## src/rtl/game_sequencer_if.sv

```systemverilog
// Control/status bundle between the tank-game sequencer and its surroundings.
// Latency: none, wires only.
// Backpressure: none; every button and shell input is a single-cycle pulse.
interface game_sequencer_if;
  logic       btn_left;
  logic       btn_right;
  logic       btn_fire;
  logic       shell_done;
  logic       shell_hit;
  logic       turn;
  logic [3:0] tank1_location;
  logic [3:0] tank2_location;
  logic [1:0] tank1_life;
  logic [1:0] tank2_life;
  logic       charge_en;
  logic       fire;
  logic       game_over;
  logic       winner;
  logic [2:0] state;

  // Player/shell side: drives the buttons and the shell result, observes the game.
  modport master (
    output btn_left, btn_right, btn_fire, shell_done, shell_hit,
    input  turn, tank1_location, tank2_location, tank1_life, tank2_life,
    input  charge_en, fire, game_over, winner, state
  );

  // Sequencer side.
  modport slave (
    input  btn_left, btn_right, btn_fire, shell_done, shell_hit,
    output turn, tank1_location, tank2_location, tank1_life, tank2_life,
    output charge_en, fire, game_over, winner, state
  );
endinterface

```

## src/rtl/game_sequencer.sv

```systemverilog
// Turn sequencer for a two-tank artillery game: move, charge, fire, await shell, score, swap.
// Latency: button to location 1 cycle; fire in CHARGE to fire pulse 1 cycle; shell_done to life 2 cycles.
// Backpressure: none; pulses arriving in states that do not accept them are dropped, never queued.
module game_sequencer #(
  parameter int POS_MAX       = 7,
  parameter int T1_INIT       = 0,
  parameter int T2_INIT       = 7,
  parameter int LIFE_INIT     = 3,
  parameter int MOVE_LIMIT    = 2,
  parameter int SHELL_TIMEOUT = 1000
) (
  input  logic             clk,
  input  logic             nrst,
  game_sequencer_if.slave  gs
);

  localparam int MC_W = $clog2(MOVE_LIMIT + 1);
  localparam int TO_W = $clog2(SHELL_TIMEOUT + 1);

  localparam logic [3:0]      POS_MAX_L = 4'(POS_MAX);
  localparam logic [3:0]      T1_INIT_L = 4'(T1_INIT);
  localparam logic [3:0]      T2_INIT_L = 4'(T2_INIT);
  localparam logic [1:0]      LIFE_L    = 2'(LIFE_INIT);
  localparam logic [MC_W-1:0] MC_LIMIT  = MC_W'(MOVE_LIMIT);
  // FLIGHT counts 0..SHELL_TIMEOUT-1, so the miss is taken after exactly SHELL_TIMEOUT cycles.
  localparam logic [TO_W-1:0] TO_LAST   = TO_W'(SHELL_TIMEOUT - 1);

  typedef enum logic [2:0] {
    ST_MOVE    = 3'd0,
    ST_CHARGE  = 3'd1,
    ST_FIRE    = 3'd2,
    ST_FLIGHT  = 3'd3,
    ST_RESOLVE = 3'd4,
    ST_SWAP    = 3'd5,
    ST_OVER    = 3'd6
  } state_t;

  state_t          state_q, state_d;
  logic            turn_q, turn_d;
  logic [3:0]      t1_loc_q, t1_loc_d;
  logic [3:0]      t2_loc_q, t2_loc_d;
  logic [1:0]      t1_life_q, t1_life_d;
  logic [1:0]      t2_life_q, t2_life_d;
  logic [MC_W-1:0] move_cnt_q, move_cnt_d;
  logic [TO_W-1:0] to_cnt_q, to_cnt_d;
  logic            hit_q, hit_d;
  logic            winner_q, winner_d;
  logic            charge_en_q, charge_en_d;
  logic            fire_q, fire_d;
  logic            game_over_q, game_over_d;

  logic [3:0]      cur_pos, oth_pos, tgt_pos;
  logic            move_ok;
  logic [1:0]      opp_life, new_life;

  // Evaluate a requested move of the acting tank: one direction only, in bounds, no collision, under limit.
  always_comb begin
    cur_pos = turn_q ? t2_loc_q : t1_loc_q;
    oth_pos = turn_q ? t1_loc_q : t2_loc_q;
    tgt_pos = cur_pos;
    move_ok = 1'b0;
    if (gs.btn_left && !gs.btn_right) begin
      tgt_pos = cur_pos - 4'd1;
      move_ok = (cur_pos != 4'd0);
    end else if (gs.btn_right && !gs.btn_left) begin
      tgt_pos = cur_pos + 4'd1;
      move_ok = (cur_pos < POS_MAX_L);
    end
    if ((move_cnt_q >= MC_LIMIT) || (tgt_pos == oth_pos)) begin
      move_ok = 1'b0;
    end
  end

  // Opponent life after applying the latched shell result, saturating at zero.
  always_comb begin
    opp_life = turn_q ? t1_life_q : t2_life_q;
    new_life = opp_life;
    if (hit_q && (opp_life != 2'd0)) begin
      new_life = opp_life - 2'd1;
    end
  end

  // Next-state and next-output logic for the game FSM.
  always_comb begin
    state_d    = state_q;
    turn_d     = turn_q;
    t1_loc_d   = t1_loc_q;
    t2_loc_d   = t2_loc_q;
    t1_life_d  = t1_life_q;
    t2_life_d  = t2_life_q;
    move_cnt_d = move_cnt_q;
    to_cnt_d   = to_cnt_q;
    hit_d      = hit_q;
    winner_d   = winner_q;

    case (state_q)
      ST_MOVE: begin
        // Fire takes priority over a move pressed in the same cycle.
        if (gs.btn_fire) begin
          state_d = ST_CHARGE;
        end else if (move_ok) begin
          if (turn_q) t2_loc_d = tgt_pos;
          else        t1_loc_d = tgt_pos;
          move_cnt_d = move_cnt_q + MC_W'(1);
        end
      end
      ST_CHARGE: begin
        if (gs.btn_fire) state_d = ST_CHARGE == ST_CHARGE ? ST_FIRE : ST_CHARGE;
      end
      ST_FIRE: begin
        to_cnt_d = '0;
        state_d  = ST_FLIGHT;
      end
      ST_FLIGHT: begin
        if (gs.shell_done) begin
          hit_d   = gs.shell_hit;
          state_d = ST_RESOLVE;
        end else if (to_cnt_q == TO_LAST) begin
          hit_d   = 1'b0;
          state_d = ST_RESOLVE;
        end else begin
          to_cnt_d = to_cnt_q + TO_W'(1);
        end
      end
      ST_RESOLVE: begin
        if (turn_q) t1_life_d = new_life;
        else        t2_life_d = new_life;
        if (new_life == 2'd0) begin
          winner_d = turn_q;
          state_d  = ST_OVER;
        end else begin
          state_d  = ST_SWAP;
        end
      end
      ST_SWAP: begin
        turn_d     = ~turn_q;
        move_cnt_d = '0;
        state_d    = ST_MOVE;
      end
      ST_OVER: begin
        if (gs.btn_fire) begin
          turn_d     = 1'b0;
          t1_loc_d   = T1_INIT_L;
          t2_loc_d   = T2_INIT_L;
          t1_life_d  = LIFE_L;
          t2_life_d  = LIFE_L;
          move_cnt_d = '0;
          to_cnt_d   = '0;
          hit_d      = 1'b0;
          winner_d   = 1'b0;
          state_d    = ST_MOVE;
        end
      end
      default: begin
        state_d = ST_MOVE;
      end
    endcase

    // Status flags are registered copies of the state being entered.
    charge_en_d = (state_d == ST_CHARGE);
    fire_d      = (state_d == ST_FIRE);
    game_over_d = (state_d == ST_OVER);
  end

  // State and output registers; reset aborts any turn in progress.
  always_ff @(posedge clk or negedge nrst) begin
    if (!nrst) begin
      state_q     <= ST_MOVE;
      turn_q      <= 1'b0;
      t1_loc_q    <= T1_INIT_L;
      t2_loc_q    <= T2_INIT_L;
      t1_life_q   <= LIFE_L;
      t2_life_q   <= LIFE_L;
      move_cnt_q  <= '0;
      to_cnt_q    <= '0;
      hit_q       <= 1'b0;
      winner_q    <= 1'b0;
      charge_en_q <= 1'b0;
      fire_q      <= 1'b0;
      game_over_q <= 1'b0;
    end else begin
      state_q     <= state_d;
      turn_q      <= turn_d;
      t1_loc_q    <= t1_loc_d;
      t2_loc_q    <= t2_loc_d;
      t1_life_q   <= t1_life_d;
      t2_life_q   <= t2_life_d;
      move_cnt_q  <= move_cnt_d;
      to_cnt_q    <= to_cnt_d;
      hit_q       <= hit_d;
      winner_q    <= winner_d;
      charge_en_q <= charge_en_d;
      fire_q      <= fire_d;
      game_over_q <= game_over_d;
    end
  end

  assign gs.turn           = turn_q;
  assign gs.tank1_location = t1_loc_q;
  assign gs.tank2_location = t2_loc_q;
  assign gs.tank1_life     = t1_life_q;
  assign gs.tank2_life     = t2_life_q;
  assign gs.charge_en      = charge_en_q;
  assign gs.fire           = fire_q;
  assign gs.game_over      = game_over_q;
  assign gs.winner         = winner_q;
  assign gs.state          = state_q;

endmodule
```

## src/flat_wrapper.sv

```systemverilog
// flat-port wrapper written by rule: the top's interface ports become plain ports
module game_sequencer_flat 
#(
  parameter int POS_MAX       = 7,
  parameter int T1_INIT       = 0,
  parameter int T2_INIT       = 7,
  parameter int LIFE_INIT     = 3,
  parameter int MOVE_LIMIT    = 2,
  parameter int SHELL_TIMEOUT = 1000
)
  (clk, nrst, gs_btn_left, gs_btn_right, gs_btn_fire, gs_shell_done, gs_shell_hit, gs_turn, gs_tank1_location, gs_tank2_location, gs_tank1_life, gs_tank2_life, gs_charge_en, gs_fire, gs_game_over, gs_winner, gs_state);
  game_sequencer_if gs_i ();
  input  logic clk;
  input  logic nrst;
  input wire logic [$bits(gs_i.btn_left)-1:0] gs_btn_left;
  input wire logic [$bits(gs_i.btn_right)-1:0] gs_btn_right;
  input wire logic [$bits(gs_i.btn_fire)-1:0] gs_btn_fire;
  input wire logic [$bits(gs_i.shell_done)-1:0] gs_shell_done;
  input wire logic [$bits(gs_i.shell_hit)-1:0] gs_shell_hit;
  output wire logic [$bits(gs_i.turn)-1:0] gs_turn;
  output wire logic [$bits(gs_i.tank1_location)-1:0] gs_tank1_location;
  output wire logic [$bits(gs_i.tank2_location)-1:0] gs_tank2_location;
  output wire logic [$bits(gs_i.tank1_life)-1:0] gs_tank1_life;
  output wire logic [$bits(gs_i.tank2_life)-1:0] gs_tank2_life;
  output wire logic [$bits(gs_i.charge_en)-1:0] gs_charge_en;
  output wire logic [$bits(gs_i.fire)-1:0] gs_fire;
  output wire logic [$bits(gs_i.game_over)-1:0] gs_game_over;
  output wire logic [$bits(gs_i.winner)-1:0] gs_winner;
  output wire logic [$bits(gs_i.state)-1:0] gs_state;
  assign gs_i.btn_left = gs_btn_left;
  assign gs_i.btn_right = gs_btn_right;
  assign gs_i.btn_fire = gs_btn_fire;
  assign gs_i.shell_done = gs_shell_done;
  assign gs_i.shell_hit = gs_shell_hit;
  assign gs_turn = gs_i.turn;
  assign gs_tank1_location = gs_i.tank1_location;
  assign gs_tank2_location = gs_i.tank2_location;
  assign gs_tank1_life = gs_i.tank1_life;
  assign gs_tank2_life = gs_i.tank2_life;
  assign gs_charge_en = gs_i.charge_en;
  assign gs_fire = gs_i.fire;
  assign gs_game_over = gs_i.game_over;
  assign gs_winner = gs_i.winner;
  assign gs_state = gs_i.state;
  game_sequencer #(.POS_MAX(POS_MAX), .T1_INIT(T1_INIT), .T2_INIT(T2_INIT), .LIFE_INIT(LIFE_INIT), .MOVE_LIMIT(MOVE_LIMIT), .SHELL_TIMEOUT(SHELL_TIMEOUT)) u_core (.clk(clk), .nrst(nrst), .gs(gs_i));
endmodule
```

## config.mk

```make
export PLATFORM = sky130hd
export DESIGN_NAME = game_sequencer_flat
export DESIGN_NICKNAME = d
export VERILOG_FILES = /design/src/rtl/game_sequencer_if.sv /design/src/rtl/game_sequencer.sv /design/src/flat_wrapper.sv
export SDC_FILE = /design/constraint.sdc
export NUM_CORES = 1
export LEC_CHECK = 0
export CAP_MARGIN = 10
export CORE_ASPECT_RATIO = 1.75
export CORE_MARGIN = 2
export CORE_UTILIZATION = 47
export CTS_BUF_LIST = sky130_fd_sc_hd__clkbuf_16
export CTS_CLUSTER_SIZE = 12
export DETAILED_ROUTE_END_ITERATION = 12
export PLACE_DENSITY = 0.66
export SYNTH_ARGS = -nofsm -noshare
export SYNTH_HDL_FRONTEND = slang
export SYNTH_SLANG_ARGS = --single-unit
```

## constraint.sdc

```tcl
create_clock -name clk -period 3.6 [get_ports clk]
set_input_delay 0.36 -clock clk [delete_from_list [all_inputs] [get_ports clk]]
set_output_delay 0.36 -clock clk [all_outputs]
set_load 0.02 [all_outputs]
```

After elaboration in Yosys (flattened, before gate mapping)
Cells that the tools add are included.
{ "totals": {"latch_bits": 0, "ramBits": 0, "memories": 0, "rom_bits": 0, "ff_bits": 33} }
{ "op_classes": {"n_lt_le_gt_ge": 2, "bitwise": 1, "mux": 46, "eq_ne": 22, "n_div": 0, "addsub": 5, "shift": 0, "mul": 0, "reduce_logical": 25} }
{ "ops": {"columns": ["cell", "count"], "rows": [
  ["4-bit two-way mux", 12],
  ["10-bit two-way mux", 3],
  ["10-bit case mux with 3 select lines", 1],
  ["2-bit two-way mux", 9],
  ["3-bit case mux with 6 select lines", 1],
  ["4-bit case mux with 2 select lines", 2],
  ["3-bit two-way mux", 5],
  ["3-bit == test (second input constant)", 4],
  ["2-bit inequality test (second input constant)", 6],
  ["3-bit AND reduction", 4],
  ["10-bit by 1-bit adder with 10-bit output (second input constant)", 1],
  ["10-bit == test (second input constant)", 1],
  ["5-bit AND reduction", 2],
  ["2-bit nonzero test", 5],
  ["3-bit by 2-bit == test with 1-bit output (second input constant)", 3],
  ["2-bit by 1-bit inequality test with 1-bit output (second input constant)", 4],
  ["2-bit case mux with 2 select lines", 2],
  ["4-bit AND reduction", 2],
  ["1-bit two-way mux", 7],
  ["3-bit by 1-bit == test with 1-bit output (second input constant)", 2],
  ["1-bit case mux with 2 select lines", 3],
  ["2-bit case mux with 3 select lines", 1],
  ["3-bit nonzero test", 2],
  ["4-bit by 1-bit adder with 4-bit output (second input constant)", 1],
  ["other kinds (15)", 18]
]} }

Depth between registers and ports, before layout
{ "depth": {"depth_word": 10, "ltp_mapped": 11, "mapped_depth_nobuf": 9} }

Worst setup path before layout
Ideal clock, no wire load.
{ "synth_timing": {"path_kind": "reg2reg", "startpoint": "register u_core.turn_q, in the netlist u_core.gs.turn", "endpoint": "register u_core.move_cnt_q[0]", "setup_ns": 0.079, "period_less_slack_ns": 2.436, "arrival_ns": 2.356, "t_required_ns": 3.521, "path_stages_with_launch": 12, "slack_ns": 1.164, "cell_sequence": "dfrtp_1 -> buf_6 -> mux2i_2 -> inv_1 -> ha_1 -> nand3b_1 -> a21oi_1 -> nor4b_2 -> o211ai_1 -> buf_2 -> o221a_1 -> mux2i_1"} }
{ "synth_between": {"elab_chain_len": 9} }
{ "synth_rtl": {"columns": ["element", "line_no", "rtl"], "rows": [
  ["from (decl)", "game_sequencer.sv:39", "logic turn_q, turn_d;"],
  ["from (signal assigned)", "game_sequencer.sv:183", "turn_q <= turn_d;"],
  ["4-bit two-way mux", "game_sequencer.sv:58", "cur_pos = turn_q ? t2_loc_q : t1_loc_q;"],
  ["4-bit by 1-bit adder with 4-bit output", "game_sequencer.sv:66", "tgt_pos = cur_pos + 4'd1;"],
  ["4-bit two-way mux", "game_sequencer.sv:65", "end else if (gs.btn_right && !gs.btn_left) begin"],
  ["4-bit two-way mux", "game_sequencer.sv:62", "if (gs.btn_left && !gs.btn_right) begin"],
  ["4-bit == test", "game_sequencer.sv:69", "if ((move_cnt_q >= MC_LIMIT) || (tgt_pos == oth_pos)) begin"],
  ["1-bit logical OR", "game_sequencer.sv:69", null],
  ["1-bit two-way mux *", "game_sequencer.sv:69", null],
  ["2-bit by 1-bit inequality test with 1-bit output (no line) *", null, null],
  ["4-bit AND reduction (no line) *", null, null],
  ["to (signal assigned)", "game_sequencer.sv:188", "move_cnt_q <= move_cnt_d;"],
  ["to (decl)", "game_sequencer.sv:44", "logic [MC_W-1:0] move_cnt_q, move_cnt_d;"]
]} }
Mark *: on every way between the ends. The rest lies on a longest branch, timed or not.
A chain may end at the register's enable or synchronous reset.

Worst setup path after layout
{ "layout_timing": {"startpoint": "register u_core.turn_q, in the netlist u_core.gs.turn", "endpoint": "register u_core.t2_loc_q[2], in the netlist u_core.gs.tank2_location[2]"} }
{ "layout_between": {"elab_chain_len": 9} }
{ "layout_rtl": {"columns": ["element", "line_no", "rtl"], "rows": [
  ["4-bit two-way mux", "game_sequencer.sv:58", null],
  ["4-bit by 1-bit adder with 4-bit output", "game_sequencer.sv:66", null],
  ["4-bit two-way mux", "game_sequencer.sv:65", null],
  ["4-bit two-way mux", "game_sequencer.sv:62", null],
  ["4-bit == test", "game_sequencer.sv:69", null],
  ["1-bit logical OR", "game_sequencer.sv:69", null],
  ["1-bit two-way mux", "game_sequencer.sv:69", null],
  ["2-bit by 1-bit inequality test with 1-bit output (no line)", null, null],
  ["5-bit AND reduction (no line)", null, null],
  ["to (signal assigned)", "game_sequencer.sv:185", "t2_loc_q <= t2_loc_d;"],
  ["to (decl)", "game_sequencer.sv:41", "logic [3:0] t2_loc_q, t2_loc_d;"]
]} }
Parallel ways exist; a longest one is shown, timed or not. The select of a mux whose other input is x is not followed.

==> impl_metrics.yaml <==
timing:
  fmax_ghz: 0.360
  rsz0062_at_grt: "no"
  fin_ws_ps: 820
  fin_crit_sh_pct: 77.2
  setup_viol: 0
  tightest_slew_ps: 771
  skew_ps: 3.62
  hold_violations: 0
  period_needed_ps: 2780
  fin_setup_tns_ps: 0
  drv_slew: 0
  relSlewSlack_pct: 48.2
clocking:
  cts_root_buffer: "clkbuf_16"
  numClockSinks: 33
  cts_buffers: 5
  clockBufferDepth: 2
  clk-insertion-delay-late_ps: 270
  cts_hold_buf: 0
  postCtsSetupBuffers: 0
  clkTransAtPathRegs_ps: 50
  h-tree-depth: 2
  cts.repair.resized: 0
  cts_tree: "built"
hold_path:
  worstHoldStart: "u_core.move_cnt_q[0]$_DFFE_PN0P_"
  hp-class: "flip-flop to flip-flop"
  hold_depth: 1
  min_to: "u_core.move_cnt_q[0]$_DFFE_PN0P_"
global_route:
  grt_pass1_wl_um: 9610
  grt.overflow.total: 0
  grt_pass1_vias: 2053
  antenna_found_initial: 0
  grt_max_degree: 34
  track_usage_pct: 22.0
floorplan:
  io_pins: 27
  die-area_um2: 5530
  initial_core_util_pct: 49.2
  die_w_um: 57.1
  core_area_um2: 4710
  rows: 33
  die_h_um: 96.9
critical_path:
  regToRegEndpoint: "u_core.gs.tank2_location[2]$_DFFE_PN1P_"
  r2r_cells: 9
  worst_setup_path_start_kind: "flip-flop"
  cp_max_fo: 11
  crit_slowest_cell: "dfrtp_1"
  critPathArrivalTime_ps: 2980
  cp_num_buf_inv: 1
  rrSetupSlack_ps: 820
  timing.rr.start: "u_core.gs.turn$_DFFE_PN0P_"
  required_ps: 3800
  cp_top_family: "compound AO/OA/AOI/OAI gates"
  crit_path_end_kind: "flip-flop"
  worstSetupPathType: "flip-flop to flip-flop"
  crit_chain: "mux2i_2 > inv_1 > ha_1 > nand3b_1 > a21oi_1 > nor4b_2 > o211ai_1 > o21a_1 > o211a_1"
  critical_path.max_stage_delay_ps: 490
detailed_routing:
  viasPerCell: 5.96
  drc: 0
  vias: 2073
  first_pass_iters: 4
  dr.first_iter.drc_count: 78
  wl_um: 5690
  drtAntennaViolNets: 0
  avgRoutedWirePerCell_um: 16.3
place:
  dp_slack_ps: 754
  gp_congestion: 0.834
  dp_hpwl_um: 4290
  port_buffers: 26
  placed_area_um2: 2610
synthesis:
  synth.avg_cell_area_um2: 8.55
  synth_cell_types: 50
  ys_warn_count: 0
  synthFlopType: "dfrtp_1"
  synth_area_leaders: "dfrtp_1, dfstp_2, nor3_1, a21oi_1, o211ai_1"
  async_reset_ff_share_pct: 100
  synth_edf_count: 0
  synthTopCellsByCount: "dfrtp_1, nor3_1, nor2_1"
  synth_area_leader_cell: "dfrtp_1"
  syn_inst: 271
  synth-seq-cells: 33
  syn-num-nets: 284
  synth_area_um2: 2320
  synth_top_area_share_pct: 28.1
  ys_seq_area_share_pct: 36.0
power_and_ir_drop:
  power_density_nw_per_um2: 887
  leakage_nw: 1.10
  peakVddDrop_mv: 0.638
  power_mw: 2.43
finish:
  drive_above_1_share_pct: 8.11
  sequential_cell_area_um2: 835
  num-fill-cells: 454
  syn2layout_area_growth_pct: 18.5
  fin_nets: 308
  stdcell_area_um2: 2740
  multiInputGateArea_um2: 1330
  diodes: 0
job:
  drv_cap: 0
status:
  status: "completed"
## placed cells by master (no fill, tap or decap), types with 2 or more instances in the layout
cell type / count
a21boi_0: 2
a21oi_1: 20
a32oi_1: 2
and2_1: 2
and3_1: 2
buf_4: 7
clkbuf_16: 5
clkdlybuf4s50_1: 26
clkinv_1: 2
dfrtp_1: 26
dfstp_2: 7
ha_1: 6
inv_1: 19
mux2i_1: 7
mux2i_2: 2
nand2_1: 20
nand2b_1: 6
nand3_1: 6
nand3b_1: 2
nor2_1: 22
nor2b_1: 5
nor3_1: 26
nor3b_1: 2
o2111ai_1: 7
o211a_1: 4
o211ai_1: 12
o21ai_0: 10
o22a_1: 3
or3_1: 5
xnor2_1: 10
xor2_1: 3
## logic make-up after synthesis
group | after synthesis | synth area share, %
xor+xnor | 13 | 4.92
compound gates | 73 | 22.7
mux | 9 | 4.21
flops | 33 | 36.0
simple gates | 103 | 22.3
fa+ha+maj | 6 | 3.24
buf+inv | 34 | 6.64
## flip-flops by register name (all words and copies together), names as in the netlist
name / cells
u_core.gs.charge_en: 1
u_core.gs.fire: 1
u_core.gs.game_over: 1
u_core.gs.state: 3
u_core.gs.tank1_life: 2
u_core.gs.tank1_location: 4
u_core.gs.tank2_life: 2
u_core.gs.tank2_location: 4
u_core.gs.turn: 1
u_core.gs.winner: 1
u_core.hit_q: 1
u_core.move_cnt_q: 2
u_core.to_cnt_q: 10
## power by group
part           internal (mW)  switching [mW]
logic                  0.565           0.802
clock network          0.248           0.143
registers              0.512           0.163
total                   1.32            1.11
## final cells by class
type	instances	area share, %
Multi-Input combinational cell	204	48.4
Timing Repair Buffer	33	11.4
Tap cell	52	2.37
Sequential cell	33	30.4
Clock buffer	5	4.56
Inverter	18	2.46
Clock inverter	3	0.410
## worst max path at each step
stage,from,to,depth (start not counted)
2_1_floorplan,u_core.gs.turn$_DFFE_PN0P_,u_core.move_cnt_q[0]$_DFFE_PN0P_,11
5_1_grt,u_core.gs.turn$_DFFE_PN0P_,u_core.gs.tank2_location[2]$_DFFE_PN1P_,9
3_3_place_gp,gs_btn_left,u_core.gs.tank2_location[3]$_DFFE_PN0P_,6
4_1_cts,u_core.gs.turn$_DFFE_PN0P_,u_core.gs.tank2_location[2]$_DFFE_PN1P_,9
3_5_place_dp,gs_btn_left,u_core.gs.tank2_location[3]$_DFFE_PN0P_,6
6_report,u_core.gs.turn$_DFFE_PN0P_,u_core.gs.tank2_location[2]$_DFFE_PN1P_,9
## routing by layer
layer  track usage (%)  wire (um)  share of wire, %  vias up
li1                  -          -                 -     1034
met1              24.0       2180                38      979
met2              40.3       3190                56       46
met3              2.27        137               2.4       14
met4              11.1        180               3.2        0
met5                 0          0                 0        -
## stage by stage
stage	instances	hold slack, ps	utilization (%)
floorplan	271	64.4	-
global placement	340	463	55.4
detailed placement	340	474	55.4
CTS	348	480	58.3
global route	348	509	58.3
finish	348	472	58.3
Power figures use the tool's default switching activity.
